===== src/rtl/mux_pkg.sv =====
// Shared definitions for the wide 2:1 selector: default datapath width
// and the matching full-width word type.
package mux_pkg;

    // Natural width of the selector datapath.
    localparam int DEFAULT_WIDTH = 100;

    // One full-width data word at the default width.
    typedef logic [DEFAULT_WIDTH-1:0] word_t;

endpackage : mux_pkg


===== src/rtl/mux2_slice.sv =====
// One-bit 2:1 selector cell: y = sel ? b : a.
// The wide selector is built from WIDTH of these, so every output bit
// depends only on its own two data bits and the shared select.
module mux2_slice (
    input  logic a,
    input  logic b,
    input  logic sel,
    output logic y
);

    // Pick b when sel is high, otherwise a.
    always_comb begin
        y = sel ? b : a;
    end

endmodule : mux2_slice


===== src/rtl/mux2to1_wide.sv =====
// Wide 2:1 data selector: out = sel ? b : a over a WIDTH-bit datapath.
// REGISTER_OUT=0 gives a purely combinational path (clk/rst_n ignored);
// REGISTER_OUT=1 adds one output register cleared asynchronously by rst_n.
module mux2to1_wide
    import mux_pkg::*;
#(
    parameter int WIDTH        = DEFAULT_WIDTH,
    parameter bit REGISTER_OUT = 1'b0
) (
    input  logic             clk,
    input  logic             rst_n,
    input  logic [WIDTH-1:0] a,
    input  logic [WIDTH-1:0] b,
    input  logic             sel,
    output logic [WIDTH-1:0] out
);

    // Bitwise selection result before the optional register.
    logic [WIDTH-1:0] mux_w;

    // One independent cell per bit keeps bit i of out tied to bit i of
    // a and b only; MSB stays MSB with no arithmetic or resizing.
    for (genvar gi = 0; gi < WIDTH; gi++) begin : g_slice
        mux2_slice u_slice (
            .a   (a[gi]),
            .b   (b[gi]),
            .sel (sel),
            .y   (mux_w[gi])
        );
    end

    if (REGISTER_OUT) begin : g_reg
        logic [WIDTH-1:0] out_d;
        logic [WIDTH-1:0] out_q;

        // Next output value is simply the current selection.
        always_comb begin
            out_d = mux_w;
        end

        // Output register; reset clears it immediately and drops any
        // selection that was about to be captured.
        always_ff @(posedge clk or negedge rst_n) begin
            if (!rst_n) begin
                out_q <= '0;
            end else begin
                out_q <= out_d;
            end
        end

        assign out = out_q;
    end else begin : g_comb
        // Zero-latency path: out follows the inputs even during reset.
        assign out = mux_w;

        // Clock and reset have no role in this build; fold them into a
        // dummy net so the unused ports are intentional.
        logic unused_clk_rst;
        assign unused_clk_rst = &{1'b0, clk, rst_n};
    end

endmodule : mux2to1_wide


===== config.mk =====
export PLATFORM = sky130hd
export DESIGN_NAME = mux2to1_wide
export DESIGN_NICKNAME = d
export VERILOG_FILES = /design/src/rtl/mux_pkg.sv /design/src/rtl/mux2_slice.sv /design/src/rtl/mux2to1_wide.sv
export SDC_FILE = /design/constraint.sdc
export NUM_CORES = 1
export LEC_CHECK = 0
export ABC_AREA = 1
export CORE_AREA = 8 8 112 114
export DETAILED_ROUTE_END_ITERATION = 12
export DIE_AREA = 0 0 120 122
export PLACE_DENSITY_LB_ADDON = 0.2
export SYNTH_ARGS = -nofsm -noshare
export SYNTH_HDL_FRONTEND = slang
export SYNTH_SLANG_ARGS = --single-unit

===== constraint.sdc =====
create_clock -name vclk -period 1.6
set_input_delay 0.32 -clock vclk [all_inputs]
set_output_delay 0.32 -clock vclk [all_outputs]
set_load 0.05 [all_outputs]

==> results of run 1 <==
## kinds of logic (layout without fill, tap and decap cells)
kind of cell	count (synthesis)	count (layout)	synth area share, %
AND/OR/NAND/NOR	300	300	54.9
buffers and inverters	122	306	45.1
## cell usage after synthesis (all sizes together)
master	instances
buf	121
inv	1
nand2	300
## worst min-delay path: stages
cell	delay [ps]
buf_2	140
buf_12	180
nand2_1	70
nand2_1	80
buf_12	160
## power breakdown
group / switching [mW] / internal (mW) / total (mW)
logic: 1.17 / 1.26 / 2.43
registers: 0 / 0 / 0
clock network: 0 / 0 / 0
## worst max path at each step
stage	from	end	slack, ps	depth (start not counted)
floorplan	sel	out[0]	370	5
global placement	sel	out[64]	100	6
detailed placement	sel	out[64]	90	6
CTS	sel	out[64]	90	6
global route	sel	out[64]	10	6
finish	sel	out[64]	100	6
## per-layer routing
metal	wire length [um]	up-vias	GRT usage, %
li1	-	1513	-
met1	3410	1199	11.9
met2	6110	161	28.4
met3	1450	0	6.85
met4	0	0	0
met5	0	-	0
## metrics by stage
| stage | instances | power (mW) |
|---|---|---|
| 6_report | 746 | 2.43 |
| 5_1_grt | 746 | 2.54 |
| 4_1_cts | 746 | 2.46 |
| 3_5_place_dp | 746 | 2.46 |
| 3_3_place_gp | 746 | 2.44 |
| 2_1_floorplan | 422 | 1.27 |
## final cells by class
type | instances | area [um^2]
Timing Repair Buffer | 305 | 4090
Inverter | 1 | 3.75
Tap cell | 140 | 175
Multi-Input combinational cell | 300 | 1130
Fill cell | 1015 | 5300
==> flow_metrics.py, run 1 <==
metrics = {
    "run_status": {
        "status": "finished, final reports clean",
    },
    "critical_path": {
        "cpMaxStageDelayCell": "buf_12",
        "endpoint_kind": "output port",
        "crit_buf_inv": 4,
        "startpoint_type": "primary input",
        "required_ps": 1280,
        "crit_arrival_ps": 1180,
        "crit_chain": "buf_2 > inv_2 > buf_12 > nand2_1 > nand2_1 > buf_12",
        "critPathTopFamily": "buffers and inverters",
        "cp_max_fo": 50,
        "critical-path-max-stage-delay_ps": 220,
        "critPathKind": "primary input to output port",
    },
    "timing": {
        "min_period_over_period_pct": 93.7,
        "finalSetupViolCount": 0,
        "hold_violations": 0,
        "tns_ps": 0,
        "rsz0062_at_grt": "false",
        "period_needed_ps": 1500,
        "slew_headroom_pct": 84.0,
        "fmaxAchievable_mhz": 667,
        "whs_ps": 1280,
        "tightest_slew_ps": 240,
        "slew_viol_final": 0,
        "worst_slack_ps": 101,
    },
    "floorplanning": {
        "boundaryPins": 303,
        "core_um2": 10700,
        "rows": 38,
        "die-area_um2": 14600,
        "start_util_pct": 19.2,
        "die_w_um": 120,
        "die_h_um": 122,
    },
    "synthesis": {
        "yosys-top-cells-area": "nand2_1, buf_4, buf_6",
        "synth_top_cell_area_share_pct": 54.9,
        "syn_avg_cell_area_um2": 4.86,
        "yosysUniqueCellTypes": 5,
        "synth_top_area_cell": "nand2_1",
        "seq_area_frac_synth_pct": 0,
        "syn_area_um2": 2050,
        "ys_warn_count": 0,
        "syn_nets": 625,
        "netlist_instances": 422,
    },
    "flow_run": {
        "maxCapViolCount": 0,
    },
    "routing": {
        "drc_errors": 0,
        "routedWlPerCell_um": 14.7,
        "ant_nets": 0,
        "vias_per_cell": 3.85,
        "vias": 2873,
        "wl_um": 11000,
        "drt_iter0_drc": 84,
        "dr.pass1.iters": 4,
    },
    "power_and_ir_drop": {
        "powerDensity_nw_per_um2": 451,
        "p_leak_nw": 2.63,
        "vdd_ir_drop_max_uv": 242,
    },
    "finish": {
        "final_nets": 811,
        "drive_above_1_share_pct": 17.5,
        "antenna_cells": 0,
        "seq_area_um2": 0,
        "utilization_pct": 50.4,
        "seq_cells": 0,
        "finalInstanceArea_um2": 5390,
        "area_delta_synth_final_pct": 163,
        "clock_buffers": 0,
        "mostFrequentLayoutCell": "nand2_1",
        "final_cell_mix": "nand2_1, clkdlybuf4s50_1, buf_12, inv_2, buf_2",
    },
    "global_routing": {
        "antenna_found_initial": 0,
        "grt.overflow.total": 0,
        "grt_pass1_wl_um": 16100,
        "grt_max_degree": 58,
        "grt_pass1_vias": 2966,
        "track_usage_pct": 13.6,
    },
    "placement": {
        "place_ws_ps": 90.1,
        "portBuffers": 301,
        "post-dp-hpwl_um": 9840,
        "place_area_um2": 5390,
        "gp_congestion": 0.782,
    },
    "hold_path": {
        "hold_path_end": "out[56]",
        "holdPathStages": 5,
        "hold_start": "sel",
        "hp-class": "primary input to output port",
    },
    "cts": {
        "postCtsHoldBufs": 0,
        "post_cts_buffers": 0,
        "post_cts_resized": 0,
    },
}
No activity file was read; power rests on OpenSTA's default activity.
==> run 2: changes to the inputs <==
- TNS_END_PERCENT: unset -> 1
==> results of run 2 <==
Final layout, timing and power as in run 1 (identical DEF).
